### config.mk
export PLATFORM = sky130hd
export DESIGN_NAME = multicycle_control_unit_flat
export DESIGN_NICKNAME = d
export VERILOG_FILES = /design/src/rtl/multicycle_control_unit_if.sv /design/src/rtl/multicycle_control_unit.sv /design/src/flat_wrapper.sv
export SDC_FILE = /design/constraint.sdc
export NUM_CORES = 1
export LEC_CHECK = 0
export ABC_AREA = 1
export CORE_MARGIN = 5
export CORE_UTILIZATION = 37
export DETAILED_ROUTE_END_ITERATION = 8
export PLACE_DENSITY_LB_ADDON = 0.1
export SLEW_MARGIN = 20
export SYNTH_ARGS = -nofsm -noshare
export SYNTH_HDL_FRONTEND = slang
export SYNTH_SLANG_ARGS = --single-unit
### constraint.sdc
create_clock -name clk -period 1.72 [get_ports clk]
set_clock_uncertainty 0.05 [all_clocks]
set_input_delay 0.344 -clock clk [delete_from_list [all_inputs] [get_ports clk]]
set_output_delay 0.344 -clock clk [all_outputs]
set_load 0.05 [all_outputs]
### src/rtl/multicycle_control_unit_if.sv
// Control/status bundle between the multicycle control unit (master) and its datapath (slave).
interface multicycle_control_unit_if #(
  parameter int ALU_CTRL_W = 3
);
  logic [6:0]            Op;
  logic [2:0]            funct3;
  logic                  funct7;
  logic                  Zero;
  logic                  Negative;
  logic                  Overflow;
  logic                  MemReady;
  logic                  PCWrite;
  logic                  AdrSrc;
  logic                  MemWrite;
  logic                  IRWrite;
  logic                  RegWrite;
  logic [1:0]            ResultSrc;
  logic [1:0]            ALUSrcA;
  logic [1:0]            ALUSrcB;
  logic [1:0]            ImmSrc;
  logic [ALU_CTRL_W-1:0] ALUControl;
  logic                  IllegalOp;
  logic [3:0]            State;

  modport master (
    input  Op, funct3, funct7, Zero, Negative, Overflow, MemReady,
    output PCWrite, AdrSrc, MemWrite, IRWrite, RegWrite,
    output ResultSrc, ALUSrcA, ALUSrcB, ImmSrc, ALUControl, IllegalOp, State
  );

  modport slave (
    output Op, funct3, funct7, Zero, Negative, Overflow, MemReady,
    input  PCWrite, AdrSrc, MemWrite, IRWrite, RegWrite,
    input  ResultSrc, ALUSrcA, ALUSrcB, ImmSrc, ALUControl, IllegalOp, State
  );
endinterface

### src/rtl/multicycle_control_unit.sv
// Moore-style control FSM for a multicycle RV32 subset datapath with a memory
// ready handshake, optional extended branch resolution and illegal-opcode flag.
module multicycle_control_unit #(
    parameter int BRANCH_EXT = 1,
    parameter int ALU_CTRL_W = 3
) (
    input logic                      clk,
    input logic                      rst,
    multicycle_control_unit_if.master bus
);

    typedef enum logic [3:0] {
        S_FETCH    = 4'd0,
        S_DECODE   = 4'd1,
        S_MEMADR   = 4'd2,
        S_MEMREAD  = 4'd3,
        S_MEMWB    = 4'd4,
        S_MEMWRITE = 4'd5,
        S_EXECUTER = 4'd6,
        S_EXECUTEI = 4'd7,
        S_ALUWB    = 4'd8,
        S_BRANCH   = 4'd9,
        S_JAL      = 4'd10
    } state_e;

    state_e state_q, state_d;
    logic   illegal_q, illegal_d;

    logic       pcw, adr, memw, irw, regw, taken;
    logic [1:0] rsrc, srca, srcb, aluop;
    logic [2:0] alu_ctl;
    logic [ALU_CTRL_W-1:0] alu_full;

    always_ff @(posedge clk or negedge rst) begin
        if (!rst) begin
            state_q   <= S_FETCH;
            illegal_q <= 1'b0;
        end else begin
            state_q   <= state_d;
            illegal_q <= illegal_d;
        end
    end

    always_comb begin
        taken = bus.Zero;
        if (BRANCH_EXT != 0) begin
            case (bus.funct3)
                3'b000:  taken = bus.Zero;
                3'b001:  taken = !bus.Zero;
                3'b100:  taken = bus.Negative ^ bus.Overflow;
                3'b101:  taken = !(bus.Negative ^ bus.Overflow);
                default: taken = 1'b0;
            endcase
        end
    end

    always_comb begin
        state_d   = S_FETCH;
        illegal_d = 1'b0;
        pcw = 1'b0; adr = 1'b0; memw = 1'b0; irw = 1'b0; regw = 1'b0;
        rsrc = 2'b00; srca = 2'b00; srcb = 2'b00; aluop = 2'b00;
        case (state_q)
            S_FETCH: begin
                srcb = 2'b10; rsrc = 2'b10;
                irw  = bus.MemReady; pcw = bus.MemReady;
                state_d = bus.MemReady ? S_DECODE : S_FETCH;
            end
            S_DECODE: begin
                srca = 2'b01; srcb = 2'b01;
                case (bus.Op)
                    7'b0000011, 7'b0100011: state_d = S_MEMADR;
                    7'b0110011:             state_d = S_EXECUTER;
                    7'b0010011:             state_d = S_EXECUTEI;
                    7'b1100011:             state_d = S_BRANCH;
                    7'b1101111:             state_d = S_JAL;
                    default:                illegal_d = 1'b1;
                endcase
            end
            S_MEMADR: begin
                srca = 2'b10; srcb = 2'b01;
                state_d = bus.Op[5] ? S_MEMWRITE : S_MEMREAD;
            end
            S_MEMREAD: begin
                adr = 1'b1;
                state_d = bus.MemReady ? S_MEMWB : S_MEMREAD;
            end
            S_MEMWB: begin
                rsrc = 2'b01; regw = 1'b1;
            end
            S_MEMWRITE: begin
                adr = 1'b1; memw = 1'b1;
                state_d = bus.MemReady ? S_FETCH : S_MEMWRITE;
            end
            S_EXECUTER, S_EXECUTEI: begin
                srca  = 2'b10; aluop = 2'b10;
                srcb  = (state_q == S_EXECUTEI) ? 2'b01 : 2'b00;
                state_d = S_ALUWB;
            end
            S_ALUWB: regw = 1'b1;
            S_BRANCH: begin
                srca = 2'b10; aluop = 2'b01; pcw = taken;
            end
            S_JAL: begin
                srca = 2'b01; srcb = 2'b10; pcw = 1'b1;
                state_d = S_ALUWB;
            end
            // Unused encodings present FETCH outputs but never leave FETCH on the next edge.
            default: begin
                srcb = 2'b10; rsrc = 2'b10;
                irw  = bus.MemReady; pcw = bus.MemReady;
            end
        endcase
    end

    always_comb begin
        alu_ctl = 3'b000;
        case (aluop)
            2'b01: alu_ctl = 3'b001;
            2'b10: begin
                case (bus.funct3)
                    3'b000:  alu_ctl = ({bus.Op[5], bus.funct7} == 2'b11) ? 3'b001 : 3'b000;
                    3'b010:  alu_ctl = 3'b101;
                    3'b110:  alu_ctl = 3'b011;
                    3'b111:  alu_ctl = 3'b010;
                    default: alu_ctl = 3'b000;
                endcase
            end
            default: alu_ctl = 3'b000;
        endcase
        alu_full      = '0;
        alu_full[2:0] = alu_ctl;
    end

    always_comb begin
        case (bus.Op)
            7'b0100011: bus.ImmSrc = 2'b01;
            7'b1100011: bus.ImmSrc = 2'b10;
            7'b1101111: bus.ImmSrc = 2'b11;
            default:    bus.ImmSrc = 2'b00;
        endcase
    end

    // Write strobes are gated by reset directly so they drop without waiting for a clock.
    assign bus.PCWrite    = pcw  & rst;
    assign bus.IRWrite    = irw  & rst;
    assign bus.MemWrite   = memw & rst;
    assign bus.RegWrite   = regw & rst;
    assign bus.AdrSrc     = adr;
    assign bus.ResultSrc  = rsrc;
    assign bus.ALUSrcA    = srca;
    assign bus.ALUSrcB    = srcb;
    assign bus.ALUControl = alu_full;
    assign bus.IllegalOp  = illegal_q;
    assign bus.State      = state_q;

endmodule
### src/flat_wrapper.sv
// flat-port wrapper written by rule: the top's interface ports become plain ports
module multicycle_control_unit_flat 
#(
    parameter int BRANCH_EXT = 1,
    parameter int ALU_CTRL_W = 3
)
  (clk, rst, bus_Op, bus_funct3, bus_funct7, bus_Zero, bus_Negative, bus_Overflow, bus_MemReady, bus_PCWrite, bus_AdrSrc, bus_MemWrite, bus_IRWrite, bus_RegWrite, bus_ResultSrc, bus_ALUSrcA, bus_ALUSrcB, bus_ImmSrc, bus_ALUControl, bus_IllegalOp, bus_State);
  multicycle_control_unit_if #(.ALU_CTRL_W(ALU_CTRL_W)) bus_i ();
  input logic clk;
  input logic rst;
  input wire logic [$bits(bus_i.Op)-1:0] bus_Op;
  input wire logic [$bits(bus_i.funct3)-1:0] bus_funct3;
  input wire logic [$bits(bus_i.funct7)-1:0] bus_funct7;
  input wire logic [$bits(bus_i.Zero)-1:0] bus_Zero;
  input wire logic [$bits(bus_i.Negative)-1:0] bus_Negative;
  input wire logic [$bits(bus_i.Overflow)-1:0] bus_Overflow;
  input wire logic [$bits(bus_i.MemReady)-1:0] bus_MemReady;
  output wire logic [$bits(bus_i.PCWrite)-1:0] bus_PCWrite;
  output wire logic [$bits(bus_i.AdrSrc)-1:0] bus_AdrSrc;
  output wire logic [$bits(bus_i.MemWrite)-1:0] bus_MemWrite;
  output wire logic [$bits(bus_i.IRWrite)-1:0] bus_IRWrite;
  output wire logic [$bits(bus_i.RegWrite)-1:0] bus_RegWrite;
  output wire logic [$bits(bus_i.ResultSrc)-1:0] bus_ResultSrc;
  output wire logic [$bits(bus_i.ALUSrcA)-1:0] bus_ALUSrcA;
  output wire logic [$bits(bus_i.ALUSrcB)-1:0] bus_ALUSrcB;
  output wire logic [$bits(bus_i.ImmSrc)-1:0] bus_ImmSrc;
  output wire logic [$bits(bus_i.ALUControl)-1:0] bus_ALUControl;
  output wire logic [$bits(bus_i.IllegalOp)-1:0] bus_IllegalOp;
  output wire logic [$bits(bus_i.State)-1:0] bus_State;
  assign bus_i.Op = bus_Op;
  assign bus_i.funct3 = bus_funct3;
  assign bus_i.funct7 = bus_funct7;
  assign bus_i.Zero = bus_Zero;
  assign bus_i.Negative = bus_Negative;
  assign bus_i.Overflow = bus_Overflow;
  assign bus_i.MemReady = bus_MemReady;
  assign bus_PCWrite = bus_i.PCWrite;
  assign bus_AdrSrc = bus_i.AdrSrc;
  assign bus_MemWrite = bus_i.MemWrite;
  assign bus_IRWrite = bus_i.IRWrite;
  assign bus_RegWrite = bus_i.RegWrite;
  assign bus_ResultSrc = bus_i.ResultSrc;
  assign bus_ALUSrcA = bus_i.ALUSrcA;
  assign bus_ALUSrcB = bus_i.ALUSrcB;
  assign bus_ImmSrc = bus_i.ImmSrc;
  assign bus_ALUControl = bus_i.ALUControl;
  assign bus_IllegalOp = bus_i.IllegalOp;
  assign bus_State = bus_i.State;
  multicycle_control_unit #(.BRANCH_EXT(BRANCH_EXT), .ALU_CTRL_W(ALU_CTRL_W)) u_core (.clk(clk), .rst(rst), .bus(bus_i));
endmodule
==> results of run 1 <==
through the flow:
stage          instances  area (um^2)  TNS [ns]  setup slack [ns]  hold slack, ns
3_5_place_dp         198         1570     -1.42            -0.288           0.680
2_1_floorplan        114          756     -1.69            -0.494        -0.00159
3_3_place_gp         198         1570    -0.951            -0.205           0.669
logic make-up after synthesis:
family                     Yosys count
and+or+nand+nor                     67
DFF                                  5
AOI/OAI and AO/OA                   14
adders and majority gates            2
buffers and inverters               26
==> flow_summary.ini, run 1 <==
[run_status]
outcome = did not finish
last-stage-reached = 4_1_cts
stop_error = [ERROR DPL-0038] Utilization greater than 100%, impossible to legalize

[yosys]
syn_area_um2 = 637
synth-simple-area-share_pct = 47.5
ys_ff_latch = 5
synth_top_flop_cell = dfrtp_1
yosysTopAreaCell = dfrtp_1
synthCells = 114
synth_top_family_by_area = simple AND/OR/NAND/NOR gates
synth_compound_area_share_pct = 13.6
synth_xor_area_share_pct = 0
yosysUniqueCellTypes = 22
yosys-top-cells-count = 28 x nand2_1, 20 x inv_1, 17 x nor2_1, 7 x nand3_1, 6 x inv_2
synthAdderAreaFrac_pct = 3.93
synth_enable_flop_cells = 0
syn_nets = 133
synthTopCellsByArea = dfrtp_1 20%, nand2_1 17%, inv_1 12%, nor2_1 10%, nand3_1 5.5%
synth.avg_cell_area_um2 = 5.59
synth_mux_area_share_pct = 0
synth_top_area_share_pct = 19.6
post-synth-top-count-cell = nand2_1
ys_async_sr_fraction_pct = 100
synth_warnings = 0
ys_seq_area_share_pct = 19.6

[placed_design]
dpl.hpwl_mm = 2.52
port_buffers = 37
routabilityCongestion = 0.885

[clock_tree]
cts.hold.buffers_added = 0
cts_max_level = 1
cts.sinks = 5
clock-root-buffer = clkbuf_4
cts_buffers = 3
cts.path.max_buffers = 2
postCtsResizedCells = 60
cts_setup_buffers = 16

[die]
rows = 15
start_util_pct = 37.7
io_pins = 38
die_x_um = 51.5
die_h_um = 51.5
==> run 2: changes to the inputs <==
CORE_AREA = 5 5 66 68   (was not set)
CORE_MARGIN = not set   (was 5)
CORE_UTILIZATION = not set   (was 37)
DIE_AREA = 0 0 71 73   (was not set)
PLACE_DENSITY_LB_ADDON = 0.15   (was 0.1)
==> run 2 against run 1 <==
  * The flow now finishes, with violations (setup timing)
  * Synthesized area unchanged
  * Synthesized cell count unchanged
==> flow_summary.ini, run 2 <==
[run_status]
outcome = finished, violations left
failed_checks = setup timing

[setup_path]
timing.rr.start = u_core.bus.State[3]$_DFF_PN0_
worstRegToRegCells = 9
r2r-end = u_core.bus.State[2]$_DFF_PN0_
critical_path_class = reg2out
worstPathMaxFanout = 4
crit_path_start_kind = flip-flop
crit_arrival_ns = 1.65
cp.required_ns = 1.33
end_kind = output pin
r2r_slack_ns = 0.09

[finish]
utilization_pct = 51.6
drive_gt1_share_pct = 65.4
final_net_count = 225
final_common_cell = buf_4
diodes = 0
final_cell_area_mm2 = 0.00196
fin_cells = 255
syn_to_final_growth_pct = 208
largest_reg_flops = 4
mostFrequentLayoutCells = 41 x buf_4, 20 x buf_12, 14 x nand2_1, 13 x inv_1, 11 x inv_2

[timing]
fin_tns_setup_ns = -2.90
final_hold_viol_count = 0
rsz0062_at_grt = yes
finalMaxSlewViolations = 0
finalCriticalPeriod_ns = 2.04
max_freq_ghz = 0.489
finalSetupViolCount = 13
worst_slack_ns = -0.325
worst_slew_pin_slew_ns = 0.264
relSlewSlack_pct = 82.3
fin_crit_sh_pct = 119
timing.hold.ws_ns = 0.451

[yosys]
yosysUniqueCellTypes = 22
synthTopCellsByArea = dfrtp_1 20%, nand2_1 17%, inv_1 12%, nor2_1 10%, nand3_1 5.5%
synth_enable_flop_cells = 0
synth_warnings = 0
post-synth-top-count-cell = nand2_1
syn_nets = 133
synth.avg_cell_area_um2 = 5.59
syn_area_um2 = 637
yosys-top-cells-count = 28 x nand2_1, 20 x inv_1, 17 x nor2_1, 7 x nand3_1, 6 x inv_2
ys_ff_latch = 5
synth_top_flop_cell = dfrtp_1
yosysTopAreaCell = dfrtp_1
ys_seq_area_share_pct = 19.6
ys_async_sr_fraction_pct = 100
synth_top_area_share_pct = 19.6
synthCells = 114

[die]
start_util_pct = 16.8
io_pins = 38
rows = 23
die_x_um = 71
die_area_mm2 = 0.00518
die_h_um = 73
core_region_area_mm2 = 0.00380

[clock_tree]
cts.sinks = 5
cts.hold.buffers_added = 0
cts_max_level = 1
cts_buffers = 3
cts_tree = yes
clk_pin_slew_ns = 0.04
clk_latency_ns = 0.22
cts.path.max_buffers = 2
clock-root-buffer = clkbuf_8

[global_route]
grt_first_pass_wirelength_mm = 4.69
antenna_found_initial = 0
grtUsageTotal_pct = 11.1
grt_max_degree = 6
grt_overflow = 0
grt_pass1_vias = 1143

[power_and_ir_drop]
clockPowerShare_pct = 21.9
power.density_mw_per_mm2 = 502
switchingPower_uw = 399
total_power_uw = 985
irDropWorstVdd_v = 0.000268
leakage_nw = 0.947
p_comb_share_pct = 64.0
cellInternalPower_uw = 586
p_seq_share_pct = 14.1
switching_share_pct = 40.5

[routing]
wirelength_mm = 2.88
drtIter0Drc = 12
vias = 1077
viasPerCell = 4.22
ant_nets = 0
firstDrtPassIters = 4
route.detailed.drc = 0
wire_per_inst_um = 11.3

[job]
cap_violations = 0

[placed_design]
dpl.hpwl_mm = 2.14
dp_slack_ns = -0.273
routabilityCongestion = 0.856
port_buffers = 37
post-place-cells = 235
place_area_mm2 = 0.00164

[hold_path]
hp-class = in2async
-- run 2: cell counts after synthesis --
Identical to the previous run, type by type.
-- run 2: layout make-up --
type | instances | area [um^2]
clock buffer | 4 | 45.0
fill | 372 | 1840
inverter | 26 | 105
multi-input combinational | 83 | 646
sequential | 5 | 130
tap | 50 | 62.6
timing repair buffer | 87 | 973
-- run 2: logic make-up (layout without fill, tap and decap cells) --
| kind of cell | after synthesis | count (layout) | share of synthesized area [%] |
|---|---|---|---|
| flops | 5 | 5 | 19.6 |
| fa+ha+maj | 2 | 2 | 3.93 |
| compound gates | 14 | 14 | 13.6 |
| simple gates | 67 | 67 | 47.5 |
| buf+inv | 26 | 117 | 15.3 |
-- run 2: how the worst max path moves through the flow --
| stage | from | to | slack [ns] | cells past startpoint |
|---|---|---|---|---|
| after floorplan | u_core.bus.State[2]$_DFF_PN0_ | bus_ALUControl[2] | -0.49 | 6 |
| after global placement | bus_Op[6] | bus_ImmSrc[0] | -0.23 | 6 |
| after detailed placement | bus_Op[6] | bus_ImmSrc[0] | -0.27 | 6 |
| after CTS | u_core.bus.State[3]$_DFF_PN0_ | bus_ALUControl[0] | -0.30 | 8 |
| after global routing | u_core.bus.State[3]$_DFF_PN0_ | bus_PCWrite | -0.40 | 8 |
| final | u_core.bus.State[3]$_DFF_PN0_ | bus_PCWrite | -0.32 | 8 |
-- run 2: routing by layer --
layer	up-vias	part of all wire [%]	track usage, %
met4	0	2.2	5.01
met1	487	37	11.5
met2	35	57	21.5
met5	-	0	0
met3	8	4.3	2.20
li1	547	-	-
-- run 2: what timing repair did --
item / CTS / global route
buffers inserted: 10 / 9
endpoints found under the setup margin: 16 / 16
pin swaps: 21 / 17
gates resized for setup: 43 / 25
-- run 2: critical path: stages, from the launching register on --
cell and delay [ns]:
dfrtp_2 0.44, buf_4 0.15, buf_6 0.11, nor2_4 0.15
nand2_2 0.11, nand2_4 0.13, nor2_4 0.05, a21oi_4 0.13
buf_12 0.15
-- run 2: power by group through the flow --
stage	Clock, mW	Sequential (mW)	Combinational (mW)
6_report	0.215	0.139	0.630
5_1_grt	0.231	0.140	0.666
4_1_cts	0.220	0.139	0.583
3_5_place_dp	0	0.138	0.550
3_3_place_gp	0	0.138	0.546
2_1_floorplan	0	0.180	0.215
Power figures use the tool's default switching activity.
==> run 3: changes to the inputs <==
==> constraint.sdc (replaced) <==
create_clock -name clk -period 1.72 [get_ports clk]
set_clock_uncertainty 0.05 [all_clocks]
set_input_delay 0.258 -clock clk [delete_from_list [all_inputs] [get_ports clk]]
set_output_delay 0.258 -clock clk [all_outputs]
set_load 0.05 [all_outputs]
==> run 3 against run 2 <==
  * The flow still finishes with violations (setup timing)
  * Worst hold slack got worse by 0.069 ns
  * Register-to-register slack improved by 0.11 ns
  * Combinational power decreased by 7.5%
  * Critical path depth fell by 2
  * Non-clock buffer count decreased by 3
  * Cell area is 2.9% lower
  * Sequential cell count did not move
==> flow_summary.ini, run 3 (synthesized netlist as in run 2, its figures left out) <==
[run_status]
outcome = finished, violations left
failed_checks = setup timing

[setup_path]
r2r-end = u_core.bus.State[1]$_DFF_PN0_
r2r_slack_ns = 0.20
crit_path_start_kind = flip-flop
critical_path_class = reg2out
crit_chain = nor2_4 -> inv_2 -> nor2_4 -> ha_4 -> nor4_4 -> buf_12
path_common_cell = nor2_4
crit_arrival_ns = 1.69
cpPeakStageDelay_ns = 0.44
end_kind = output pin
worstPathMaxFanout = 4
worstRegToRegCells = 8
crit_slowest_cell = dfrtp_2
cp.required_ns = 1.41
timing.rr.start = u_core.bus.State[3]$_DFF_PN0_

[timing]
worst_slew_pin_slew_ns = 0.271
fin_tns_setup_ns = -1.58
relSlewSlack_pct = 81.8
finalCriticalPeriod_ns = 1.99
worst_slack_ns = -0.274
final_hold_viol_count = 0
finalMaxSlewViolations = 0
finalSetupViolCount = 11
max_freq_ghz = 0.501
fin_crit_sh_pct = 116
rsz0062_at_grt = yes

[routing]
ant_nets = 0
drtIter0Drc = 14
firstDrtPassIters = 4
viasPerCell = 4.05
route.detailed.drc = 0
wirelength_mm = 2.76
wire_per_inst_um = 11.0
vias = 1020

[finish]
diodes = 0
mostFrequentLayoutCells = 46 x buf_4, 16 x inv_1, 16 x nand2_1, 15 x buf_12, 10 x nor2_4
final_common_cell = buf_4
final_net_count = 222
syn_to_final_growth_pct = 199
drive_gt1_share_pct = 61.4
fillers = 362
final_cell_area_mm2 = 0.00190
largest_reg_flops = 4

[global_route]
grtUsageTotal_pct = 10.9
antenna_found_initial = 0
grt_overflow = 0
grt_max_degree = 6
grt_pass1_vias = 1116
grt_first_pass_wirelength_mm = 4.53

[placed_design]
dpl.hpwl_mm = 2.09
port_buffers = 37
place_area_mm2 = 0.00148
routabilityCongestion = 0.775

[clock_tree]
clk_pin_slew_ns = 0.04
clk_latency_ns = 0.22
cts.hold.buffers_added = 0
cts.path.max_buffers = 2
cts.sinks = 5
cts_tree = yes
cts_buffers = 3
clock-root-buffer = clkbuf_8
cts_max_level = 1

[die]
core_region_area_mm2 = 0.00380
io_pins = 38
die_h_um = 73
rows = 23
die_x_um = 71
die_area_mm2 = 0.00518
start_util_pct = 16.8

[power_and_ir_drop]
power.density_mw_per_mm2 = 494
leakage_nw = 0.923
irDropWorstVdd_v = 0.000203

[job]
cap_violations = 0

[hold_path]
hp-class = in2async
==> run 3: area by class of cell <==
type,count,area (um^2),area share [%]
inverters,26,108,5.65
flip-flops and latches,5,130,6.83
multi-input cells,83,669,35.2
well taps,50,62.6,3.29
repair buffers,84,890,46.7
clock buffers,4,45.0,2.37
==> run 3: layer usage <==
layer / track usage (%) / vias to the layer above / part of all wire (%)
li1: - / 539 / -
met1: 10.9 / 445 / 36
met2: 21.5 / 30 / 56
met3: 2.48 / 6 / 6.0
met4: 4.59 / 0 / 1.8
met5: 0 / - / 0
==> run 3: critical path, delay by kind of cell, from the launching register on <==
family,cells,cell delay [ns]
simple gates,3,0.57
flops,1,0.44
buf+inv,2,0.24
fa+ha+maj,1,0.22
==> run 3: how the worst max path moves through the flow <==
stage                     slack [ns]  cells past startpoint           endpoint                           from
after global placement         -0.06                      8        bus_PCWrite                  bus_funct3[2]
after CTS                      -0.26                      7  bus_ALUControl[2]  u_core.bus.State[1]$_DFF_PN0_
after global routing           -0.34                      6  bus_ALUControl[2]  u_core.bus.State[3]$_DFF_PN0_
final                          -0.27                      6  bus_ALUControl[2]  u_core.bus.State[3]$_DFF_PN0_
after detailed placement       -0.09                      9        bus_PCWrite                  bus_funct3[0]
after floorplan                -0.41                      6  bus_ALUControl[2]  u_core.bus.State[2]$_DFF_PN0_
==> run 3: repair_timing <==
item | 4_1_cts | 5_1_grt
setup buffers | 19 | 8
cloned | 0 | 0
pin swaps | 16 | 9
endpoints found under the setup margin | 12 | 14
gates resized for setup | 36 | 20
==> run 3: through the flow <==
step / util (%) / std cells / hold WS [ns] / total power, mW / worst slack [ns]
after CTS: 47.2 / 247 / 0.391 / 0.932 / -0.260
after floorplan: - / 114 / -0.0876 / 0.390 / -0.408
after global routing: 50.1 / 252 / 0.413 / 0.983 / -0.336
after global placement: 39.1 / 224 / 0.628 / 0.623 / -0.0559
final: 50.1 / 252 / 0.382 / 0.941 / -0.274
after detailed placement: 39.1 / 224 / 0.625 / 0.624 / -0.0923
==> run 3: where the power goes <==
| part | internal (mW) | switching [mW] |
|---|---|---|
| combinational | 0.266 | 0.317 |
| clock | 0.159 | 0.0572 |
| sequential | 0.130 | 0.0115 |
| total | 0.555 | 0.386 |
==> run 4: changes to the inputs <==
CTS_CLUSTER_SIZE = 24   (was not set)
PLACE_DENSITY_LB_ADDON = 0.08   (was 0.15)
==> run 4 against run 3 <==
  * The run still ends with setup timing left
  * Clock power about the same
  * Wire length up 0.47%
  * Sequential cell count unchanged
  * Largest power group unchanged
  * Highest routed layer unchanged
==> flow_summary.ini, run 4 (synthesized netlist as in run 2, its figures left out) <==
[power_and_ir_drop]
clockPowerShare_pct = 23.6
leakage_nw = 0.872
irDropWorstVdd_v = 0.000266
power.density_mw_per_mm2 = 522
p_seq_share_pct = 15.0
switching_share_pct = 41.7
p_comb_share_pct = 61.4
switchingPower_uw = 387
cellInternalPower_uw = 542

[die]
die_area_mm2 = 0.00518
io_pins = 38
rows = 23
core_region_area_mm2 = 0.00380
start_util_pct = 16.8
die_x_um = 71
die_h_um = 73

[setup_path]
worstPathMaxFanout = 3
r2r-end = u_core.bus.State[0]$_DFF_PN0_
crit_arrival_ns = 1.63
crit_path_start_kind = flip-flop
critical_path_class = reg2out
worstRegToRegCells = 9
end_kind = output pin
timing.rr.start = u_core.bus.State[1]$_DFF_PN0_
r2r_slack_ns = 0.32
cp.required_ns = 1.41

[placed_design]
place_area_mm2 = 0.00148
routabilityCongestion = 0.837
dpl.hpwl_mm = 2.11
dp_slack_ns = -0.125
port_buffers = 37
post-place-cells = 223

[clock_tree]
clock-root-buffer = clkbuf_8
cts_buffers = 3
clk_latency_ns = 0.22
clk_pin_slew_ns = 0.04
cts.path.max_buffers = 2
cts_tree = yes
cts.sinks = 5
cts.hold.buffers_added = 0
cts_max_level = 1

[hold_path]
hp-class = in2async

[global_route]
grt_overflow = 0
grt_pass1_vias = 1019
grt_first_pass_wirelength_mm = 4.52
grtUsageTotal_pct = 10.8
antenna_found_initial = 0
grt_max_degree = 6

[finish]
largest_reg_flops = 4
syn_to_final_growth_pct = 180
final_net_count = 216
regArea_um2 = 130
drive_gt1_share_pct = 58.7
final_cell_area_mm2 = 0.00178
multi_input_area_um2 = 614
final_common_cell = buf_4
fillers = 387
diodes = 0
fin_cells = 246
mostFrequentLayoutCells = 43 x buf_4, 17 x inv_1, 17 x nand2_1, 14 x buf_12

[timing]
max_freq_ghz = 0.515
finalMaxSlewViolations = 0
relSlewSlack_pct = 82.1
fin_crit_sh_pct = 113
finalCriticalPeriod_ns = 1.94
worst_slack_ns = -0.222
rsz0062_at_grt = yes
timing.hold.ws_ns = 0.349
finalSetupViolCount = 9
final_hold_viol_count = 0
worst_slew_pin_slew_ns = 0.267
fin_tns_setup_ns = -1.11

[run_status]
failed_checks = setup timing
outcome = finished, violations left

[routing]
wire_per_inst_um = 11.3
route.detailed.drc = 0
wirelength_mm = 2.78
firstDrtPassIters = 4
vias = 1006
drtIter0Drc = 13
viasPerCell = 4.09
ant_nets = 0

[job]
cap_violations = 0
[run 4: how the worst max path moves through the flow]
stage	startpoint	end	slack [ns]	depth (start not counted)
after CTS	u_core.bus.State[3]$_DFF_PN0_	bus_ALUControl[2]	-0.23	7
after global routing	u_core.bus.State[2]$_DFF_PN0_	bus_ALUControl[0]	-0.29	10
final	u_core.bus.State[3]$_DFF_PN0_	bus_ALUControl[2]	-0.22	7
after floorplan	u_core.bus.State[2]$_DFF_PN0_	bus_ALUControl[2]	-0.41	6
after detailed placement	bus_Op[5]	bus_ImmSrc[0]	-0.13	6
after global placement	bus_Op[5]	bus_ImmSrc[0]	-0.13	6
[run 4: area by class of cell]
class | instances | area share (%)
Inverter | 26 | 5.76
Multi-Input combinational cell | 83 | 34.5
Clock buffer | 3 | 2.32
Clock inverter | 1 | 0.281
Tap cell | 50 | 3.51
Sequential cell | 5 | 7.31
Timing Repair Buffer | 78 | 46.3
[run 4: per-stage QoR]
stage	power, mW	util, %
floorplan	0.390	-
global placement	0.632	38.9
detailed placement	0.634	38.9
CTS	0.925	45.2
global route	0.985	46.9
finish	0.929	46.9
[run 4: timing repair]
action / CTS / global route
hold endpoints to repair: 0 / 0
buffers inserted: 16 / 4
gates resized for setup: 28 / 12
pin swaps: 16 / 6
setup endpoints to repair: 12 / 12
[run 4: power groups by stage]
| stage | sequential, mW | clock, mW | combinational (mW) |
|---|---|---|---|
| 4_1_cts | 0.139 | 0.228 | 0.559 |
| 3_3_place_gp | 0.138 | 0 | 0.494 |
| 3_5_place_dp | 0.139 | 0 | 0.495 |
| 6_report | 0.139 | 0.219 | 0.570 |
| 5_1_grt | 0.141 | 0.240 | 0.605 |
| 2_1_floorplan | 0.180 | 0 | 0.210 |
[run 4: metal layers]
metal  up-vias  GRT usage, %  part of all wire (%)
met5         -             0                     0
li1        523             -                     -
met2        30          19.4                    52
met1       446          12.8                    42
met3         7          2.34                   3.8
met4         0          3.76                   1.9
[run 4: critical path, cell delays in order (launching register included)]
cell and delay, ns:
dfrtp_2 0.42, buf_4 0.15, nand2_4 0.07, nor2_4 0.04
inv_2 0.06, ha_4 0.20, nor4_4 0.30, buf_12 0.18
